`config.mk`:
```
export PLATFORM = sky130hd
export DESIGN_NAME = fetch_stage
export DESIGN_NICKNAME = d
export VERILOG_FILES = /design/src/rtl/fetch_pkg.sv /design/src/rtl/ifid_register.sv /design/src/rtl/fetch_stage.sv
export SDC_FILE = /design/constraint.sdc
export NUM_CORES = 1
export LEC_CHECK = 0
export BUFFER_PORTS_ARGS = -buffer_cell sky130_fd_sc_hd__buf_4
export CAP_MARGIN = 20
export CELL_PAD_IN_SITES_DETAIL_PLACEMENT = 0
export CELL_PAD_IN_SITES_GLOBAL_PLACEMENT = 1
export CORE_ASPECT_RATIO = 1.25
export CORE_MARGIN = 4
export CORE_UTILIZATION = 38
export CTS_CLUSTER_DIAMETER = 200
export DETAILED_ROUTE_END_ITERATION = 10
export PLACE_DENSITY = 0.77
export SLEW_MARGIN = 20
export SYNTH_ARGS = -nofsm -noshare
export SYNTH_HDL_FRONTEND = slang
export SYNTH_SLANG_ARGS = --single-unit
```
`constraint.sdc`:
```
create_clock -name clk -period 1.97 [get_ports clk]
set_input_delay 0.394 -clock clk [delete_from_list [all_inputs] [get_ports clk]]
set_output_delay 0.394 -clock clk [all_outputs]
set_load 0.03 [all_outputs]
```
`src/rtl/fetch_pkg.sv`:
```
// fetch_pkg: shared types and constants for the instruction-fetch stage
package fetch_pkg;
  typedef enum logic [1:0] {S_REQ, S_WAIT, S_DROP, S_HOLD} fetch_state_t;
  localparam int INSTR_BYTES = 4;
  localparam logic [31:0] NOP_INSTR = 32'h0;
endpackage

```
`src/rtl/ifid_register.sv`:
```
// ifid_register: pipeline register with flush > hold > load priority, bubble when idle
module ifid_register
  import fetch_pkg::*;
#(
  parameter int W = 32
) (
  input  logic         clk,
  input  logic         rst_n,
  input  logic         flush,
  input  logic         hold,
  input  logic         load,
  input  logic [W-1:0] instr_d,
  input  logic [W-1:0] pc_plus4_d,
  output logic         valid,
  output logic [W-1:0] instr,
  output logic [W-1:0] pc_plus4
);
  always_ff @(posedge clk or negedge rst_n) begin
    if (!rst_n) begin
      valid    <= 1'b0;
      instr    <= W'(NOP_INSTR);
      pc_plus4 <= '0;
    end else if (flush) begin
      valid <= 1'b0;
    end else if (!hold) begin
      valid <= load;
      if (load) begin
        instr    <= instr_d;
        pc_plus4 <= pc_plus4_d;
      end
    end
  end
endmodule

```
`src/rtl/fetch_stage.sv`:
```
// fetch_stage: PC, single-outstanding imem fetch FSM and IF/ID register
module fetch_stage
  import fetch_pkg::*;
#(
  parameter int                    DATA_WIDTH = 32,
  parameter logic [DATA_WIDTH-1:0] RESET_PC   = '0
) (
  input  logic                  clk,
  input  logic                  rst_n,
  output logic                  imemReqValid,
  input  logic                  imemReqReady,
  output logic [DATA_WIDTH-1:0] imemReqAddr,
  input  logic                  imemRespValid,
  input  logic [DATA_WIDTH-1:0] imemRespData,
  input  logic                  idStall,
  input  logic                  redirectValid,
  input  logic [DATA_WIDTH-1:0] redirectTarget,
  output logic                  ifidValid,
  output logic [DATA_WIDTH-1:0] ifidInstr,
  output logic [DATA_WIDTH-1:0] ifidPcPlus4
);
  localparam logic [DATA_WIDTH-1:0] STEP = DATA_WIDTH'(INSTR_BYTES);
  fetch_state_t state, state_n;
  logic [DATA_WIDTH-1:0] pc, pc_n, req_pc, req_pc_n, hold_buf, hold_buf_n, target, rel_instr;
  logic rel;
  assign target       = redirectTarget & ~(DATA_WIDTH'(3));
  assign imemReqValid = (state == S_REQ) && !redirectValid;
  assign imemReqAddr  = pc;
  assign rel_instr    = (state == S_HOLD) ? hold_buf : imemRespData;
  always_ff @(posedge clk or negedge rst_n) begin
    if (!rst_n) begin
      state    <= S_REQ;
      pc       <= RESET_PC;
      req_pc   <= '0;
      hold_buf <= '0;
    end else begin
      state    <= state_n;
      pc       <= pc_n;
      req_pc   <= req_pc_n;
      hold_buf <= hold_buf_n;
    end
  end
  always_comb begin
    state_n    = state;
    pc_n       = redirectValid ? target : pc;
    req_pc_n   = req_pc;
    hold_buf_n = hold_buf;
    rel        = 1'b0;
    case (state)
      S_REQ: if (!redirectValid && imemReqReady) begin
        req_pc_n = pc;
        pc_n     = pc + STEP;
        state_n  = S_WAIT;
      end
      S_WAIT: begin
        if (imemRespValid) begin
          rel        = !redirectValid && !idStall;
          hold_buf_n = (!redirectValid && idStall) ? imemRespData : hold_buf;
          state_n    = (!redirectValid && idStall) ? S_HOLD : S_REQ;
        end else if (redirectValid) begin
          state_n = S_DROP;
        end
      end
      // a stale response is still owed; swallow it before fetching again
      S_DROP: state_n = imemRespValid ? S_REQ : S_DROP;
      S_HOLD: begin
        rel     = !redirectValid && !idStall;
        state_n = (redirectValid || !idStall) ? S_REQ : S_HOLD;
      end
      default: state_n = S_REQ;
    endcase
  end
  ifid_register #(.W(DATA_WIDTH)) u_ifid (
    .clk       (clk),
    .rst_n     (rst_n),
    .flush     (redirectValid),
    .hold      (idStall),
    .load      (rel),
    .instr_d   (rel_instr),
    .pc_plus4_d(req_pc + STEP),
    .valid     (ifidValid),
    .instr     (ifidInstr),
    .pc_plus4  (ifidPcPlus4)
  );
  a_resp_expected: assert property (@(posedge clk) disable iff (!rst_n)
    imemRespValid |-> (state == S_WAIT || state == S_DROP));
endmodule

```
# ---- Yosys cells after proc, flatten, opt, wreduce, memory -nomap -nowiden
# Index checks and enable logic that the tools add are counted.
dict set report word_totals {
  regBits 163
  memories 0
  inputBits 70
  ramBits 0
  rom_bits 0
  latchBits 0
  out_inout_bits 98
}
dict set report classes {
  reduce_logical 12
  n_mux 15
  order_cmp 0
  bitwise 2
  mul 0
  n_div 0
  addsub 2
  eq_ne 6
  shifts 0
}
# operator n
set op_table {}
lappend op_table {{32-bit two-way mux} 4}
lappend op_table {{32-bit by 3-bit adder with 32-bit output (second input constant)} 2}
lappend op_table {{2-bit two-way mux} 6}
lappend op_table {{2-bit case mux with 4 select lines} 1}
lappend op_table {{3-bit AND reduction} 2}
lappend op_table {{2-bit == test (second input constant)} 2}
lappend op_table {{1-bit logical AND} 4}
lappend op_table {{2-bit by 1-bit inequality test with 1-bit output (second input constant)} 2}
lappend op_table {{2-bit AND reduction} 2}
lappend op_table {{1-bit two-way mux} 3}
lappend op_table {{3-bit inequality test (second input constant)} 1}
lappend op_table {{2-bit by 1-bit == test with 1-bit output (second input constant)} 1}
lappend op_table {{1-bit zero test} 2}
lappend op_table {{2-bit zero test} 1}
lappend op_table {{1-bit inverter} 2}
lappend op_table {{1-bit case mux with 2 select lines} 1}
lappend op_table {{1-bit logical OR} 1}

# ---- Longest topological paths before layout
dict set report depth {
  ltp_word 6
  depth_mapped 8
}

# ---- By module
# Synthesis repeated with hierarchy kept, for this count alone.
dict set report hier_totals {
  hier_cells 665
  hier_area_um2 7942.6
}
# module instances area_per_inst_um2 cells_per_inst
set modules_own_cells {}
lappend modules_own_cells {fetch_stage 1 5212.5 526}
lappend modules_own_cells {ifid_register 1 2730.1 139}

# ---- Worst setup path before layout
# OpenSTA, ideal clock, no wires.
dict set report synth_path {
  kind {register to register}
  startpoint {register pc[13] (netlist: imemReqAddr[13])}
  endpoint {register pc[26] (netlist: imemReqAddr[26])}
  n_path_buf 3
  setup_time_ns 0.094
  path_stages_with_launch 9
  path_slack_ns -0.307
  arrival_time_ns 2.183
  required_time_ns 1.876
  cell_sequence {dfrtp_1 > buf_4 > nand4_2 > or4_1 > buf_2 > buf_6 > nor4_4 > nor3_1 > a221oi_2}
}
dict set report synth_between {
  elab_chain_cells 3
}
# element line
set synth_rtl {}
lappend synth_rtl {{from (decl)} fetch_stage.sv:24} ;# logic [DATA_WIDTH-1:0] pc, pc_n, req_pc, req_pc_n, hold_buf, hold_buf_n, target, rel_instr;
lappend synth_rtl {{from (signal assigned)} fetch_stage.sv:38} ;# pc <= pc_n;
lappend synth_rtl {{32-bit by 3-bit adder with 32-bit output} fetch_stage.sv:52} ;# pc_n = pc + STEP;
lappend synth_rtl {{32-bit two-way mux} fetch_stage.sv:50} ;# S_REQ: if (!redirectValid && imemReqReady) begin
lappend synth_rtl {{32-bit two-way mux} fetch_stage.sv:49} ;# case (state)
lappend synth_rtl {{via pc_n[26]} fetch_stage.sv:24}
# The timed path passes the listed nets, and every way through them passes these cells.
# A chain may end at the register's enable or synchronous reset.

# ---- Final worst setup path
dict set report layout_path {
  startpoint {register pc[17] (netlist: imemReqAddr[17])}
  endpoint {register pc[27] (netlist: imemReqAddr[27])}
}
# Same word-level chain as after synthesis.

==> results.sh <==
export IMPL_synth_area_top_cells="dfrtp_1, nand2_1, mux2_2, mux2i_1, xnor2_1"
export IMPL_place_gp_congestion=0.799
export IMPL_cts_reportedPaths_clkPinSlew_ps=60
export IMPL_critPathMaxFanout=8
export IMPL_seq_power_share_pct=40.9
export IMPL_seqCellArea_mm2=0.00409
export IMPL_clkSinkCount=163
export IMPL_drt_initial_drc_count=179
export IMPL_grt_overflow=0
export IMPL_row_count=57
export IMPL_multi_input_area_mm2=0.00324
export IMPL_leakage_nw=4.78
export IMPL_drc=0
export IMPL_port_buffers=165
export IMPL_start_util_pct=38.6
export IMPL_synth_most_common_cell="dfrtp_1"
export IMPL_synthMuxAreaShare_pct=10.1
export IMPL_drive_gt1_share_pct=33.6
export IMPL_cp_end_kind="flip-flop"
export IMPL_cpPeakStageDelay_ps=540
export IMPL_cp_num_buf_inv=1
export IMPL_setup_worst_path_class="reg -> reg"
export IMPL_final_util_pct=52.0
export IMPL_clock_path_buffers=2
export IMPL_grt_pass1_wl_um=29800
export IMPL_core_area_mm2=0.0194
export IMPL_post_drt_wl_per_cell_um=15.1
export IMPL_power_switching_mw=4.20
export IMPL_vias=5826
export IMPL_clock_latency_ps=420
export IMPL_setup_slack_ps=53.9
export IMPL_swShare_pct=35.0
export IMPL_root_buffer="clkbuf_16"
export IMPL_hold_class="in -> reg"
export IMPL_grt_max_degree=60
export IMPL_synth_top_family_by_area="simple AND/OR/NAND/NOR gates"
export IMPL_synthFlopType="dfrtp_1"
export IMPL_antenna_found_initial=0
export IMPL_cts_buffers_inserted=17
export IMPL_peakVddDrop_mv=0.596
export IMPL_htree_num_levels=4
export IMPL_nFillCells=1871
export IMPL_finClkSkew_ps=10.3
export IMPL_ios=168
export IMPL_nets=1007
export IMPL_dieWidth_um=133
export IMPL_status="completed"
export IMPL_synthXorXnorAreaFrac_pct=5.50
export IMPL_cp_top_family="simple AND/OR/NAND/NOR gates"
export IMPL_fin_setup_tns_ps=0
export IMPL_synth_top_area_share_pct=54.5
export IMPL_ys_ff_latch=163
export IMPL_power_internal_mw=7.80
export IMPL_dr_pass1_iters=4
export IMPL_max_freq_ghz=0.522
export IMPL_grtUsageTotal_pct=16.9
export IMPL_critPathArrivalTime_ps=2190
export IMPL_num_antenna_cells=0
export IMPL_finalMaxSlewViolations=0
export IMPL_worstMarginPinSlew_ps=556
export IMPL_powerDensity_mw_per_mm2=1190
export IMPL_finalSetupViolCount=0
export IMPL_synthCells=737
export IMPL_synth_nets=809
export IMPL_yosysSeqAreaShare_pct=54.5
export IMPL_fin_crit_sh_pct=97.3
export IMPL_critPathRequiredTime_ps=2250
export IMPL_grt_pass1_vias=5678
export IMPL_p_comb_share_pct=32.1
export IMPL_synth_adder_area_share_pct=0.335
export IMPL_synthesis_area_mm2=0.00748
export IMPL_path_cells="nand2_1, or4_4, buf_6, nor4_1, xnor2_1, o21ai_0"
export IMPL_synth_edf_count=0
export IMPL_power_mw=12.0
export IMPL_synth_compound_area_share_pct=7.83
export IMPL_die_area_mm2=0.0220
export IMPL_worstSetupStartpointType="flip-flop"
export IMPL_async_flop_share_pct=100
export IMPL_area_growth_pct=34.8
export IMPL_synth_common_cells="dfrtp_1, nand2_1, nor2_1"
export IMPL_drt_total_wl_um=18400
export IMPL_viasPerCell=4.80
export IMPL_cts_tree="done"
export IMPL_die_h_um=165
export IMPL_synthesis_area_per_instance_um2=10.2
export IMPL_ant_nets=0
export IMPL_slew_headroom_pct=62.9
export IMPL_pre_cts_slack_ps=38.9
export IMPL_final_hold_viol_count=0
export IMPL_p_clk_share_pct=27.0
export IMPL_yosysWarnings=0
export IMPL_post_synth_and_or_nand_nor_area_fraction_pct=18.6
export IMPL_dpl_hpwl_um=13500
export IMPL_max_cap_viol_count=0
export IMPL_synth_cell_types=42
export IMPL_period_minus_slack_ps=1920
export IMPL_synth_top_cell_by_area="dfrtp_1"
export IMPL_cpMaxStageDelayCell="or4_4"
==> per-stage QoR <==
stage                     area, µm²  instances  hold slack (ps)
after global routing          10100       1213              162
after global placement         9450       1180              327
after floorplan                7530        737             98.4
final                         10100       1213              183
after detailed placement       9450       1180              327
after CTS                     10000       1213              159
==> area by class of cell <==
class | count | share of cell area, %
sequential | 163 | 40.6
inverter | 14 | 0.521
multi-input combinational | 516 | 32.2
clock buffer | 20 | 4.43
timing repair buffer | 223 | 17.7
clock inverter | 12 | 1.31
tap | 265 | 3.29
==> tightest hold or removal path, cell delays in order <==
cell and delay [ps]:
buf_4 80, nand2_1 40, o21ai_0 60
==> final timing paths <==
kind	startpoint	endpoint	slack [ps]	cells past startpoint
max	imemReqAddr[17]	imemReqAddr[27]	50	6
min reg2reg	req_pc[1]	req_pc[1]	470	2
max in group asynchronous	rst_n	imemReqAddr[9]	910	3
min in group asynchronous	rst_n	u_ifid.instr[4]	450	2
max reg2reg	imemReqAddr[17]	imemReqAddr[27]	50	6
min	redirectTarget[27]	imemReqAddr[27]	180	3
==> power groups by stage <==
stage          Combinational (mW)  Clock [mW]  Sequential, mW
3_5_place_dp                 3.90           0            4.98
6_report                     3.86        3.24            4.90
2_1_floorplan                1.18           0            6.03
4_1_cts                      3.91        3.35            4.92
5_1_grt                      4.15        3.48            5.05
3_3_place_gp                 3.86           0            4.94
==> kinds of logic (layout without fill, tap and decap cells) <==
| kind of cell | after synthesis | count (layout) |
|---|---|---|
| buffers and inverters | 58 | 269 |
| xor gates and xnor gates | 47 | 47 |
| AOI/OAI and AO/OA | 105 | 105 |
| muxes | 71 | 71 |
| adders and majority gates | 2 | 2 |
| and+or+nand+nor | 291 | 291 |
| DFF | 163 | 163 |
==> cells in the final DEF (no fill, tap or decap), drive strengths merged, types with 2 or more instances in the layout <==
| cell | instances |
|---|---|
| and4 | 5 |
| nand2 | 127 |
| nor2b | 5 |
| a311oi | 3 |
| a221oi | 3 |
| nor4 | 16 |
| clkinvlp | 3 |
| dfrtp | 163 |
| inv | 15 |
| o21ai | 27 |
| a21oi | 62 |
| nand3 | 15 |
| xnor2 | 36 |
| clkinv | 6 |
| xor2 | 11 |
| a21o | 2 |
| and3 | 10 |
| mux2i | 35 |
| mux2 | 36 |
| and2 | 3 |
| bufinv | 2 |
| nor4b | 2 |
| nand4 | 11 |
| nor2 | 74 |
| buf | 222 |
| nor3 | 19 |
| clkbuf | 20 |
| a22o | 2 |
| a211oi | 3 |
| ha | 2 |
==> registers in the layout, summed over array words and instances, names as in the netlist <==
register / count
hold_buf: 32
imemReqAddr: 32
req_pc: 32
state: 2
u_ifid.instr: 32
u_ifid.pc_plus4: 32
u_ifid.valid: 1
==> timing repair <==
| action | in CTS | in global routing |
|---|---|---|
| setup endpoints to repair | 0 | 11 |
| hold buffers | 1 | 0 |
| endpoints found under the hold margin | 34 | 0 |
| gates resized for setup | 0 | 10 |
| buffers inserted | 0 | 0 |
==> routing by layer <==
metal | GRT usage, % | vias to the layer above | wire [µm]
met1 | 22.5 | 2743 | 8340
li1 | - | 2925 | -
met4 | 5.61 | 0 | 299
met2 | 27.5 | 143 | 8890
met5 | 0 | - | 0
met3 | 3.90 | 15 | 835
(Power assumes the default switching activity.)
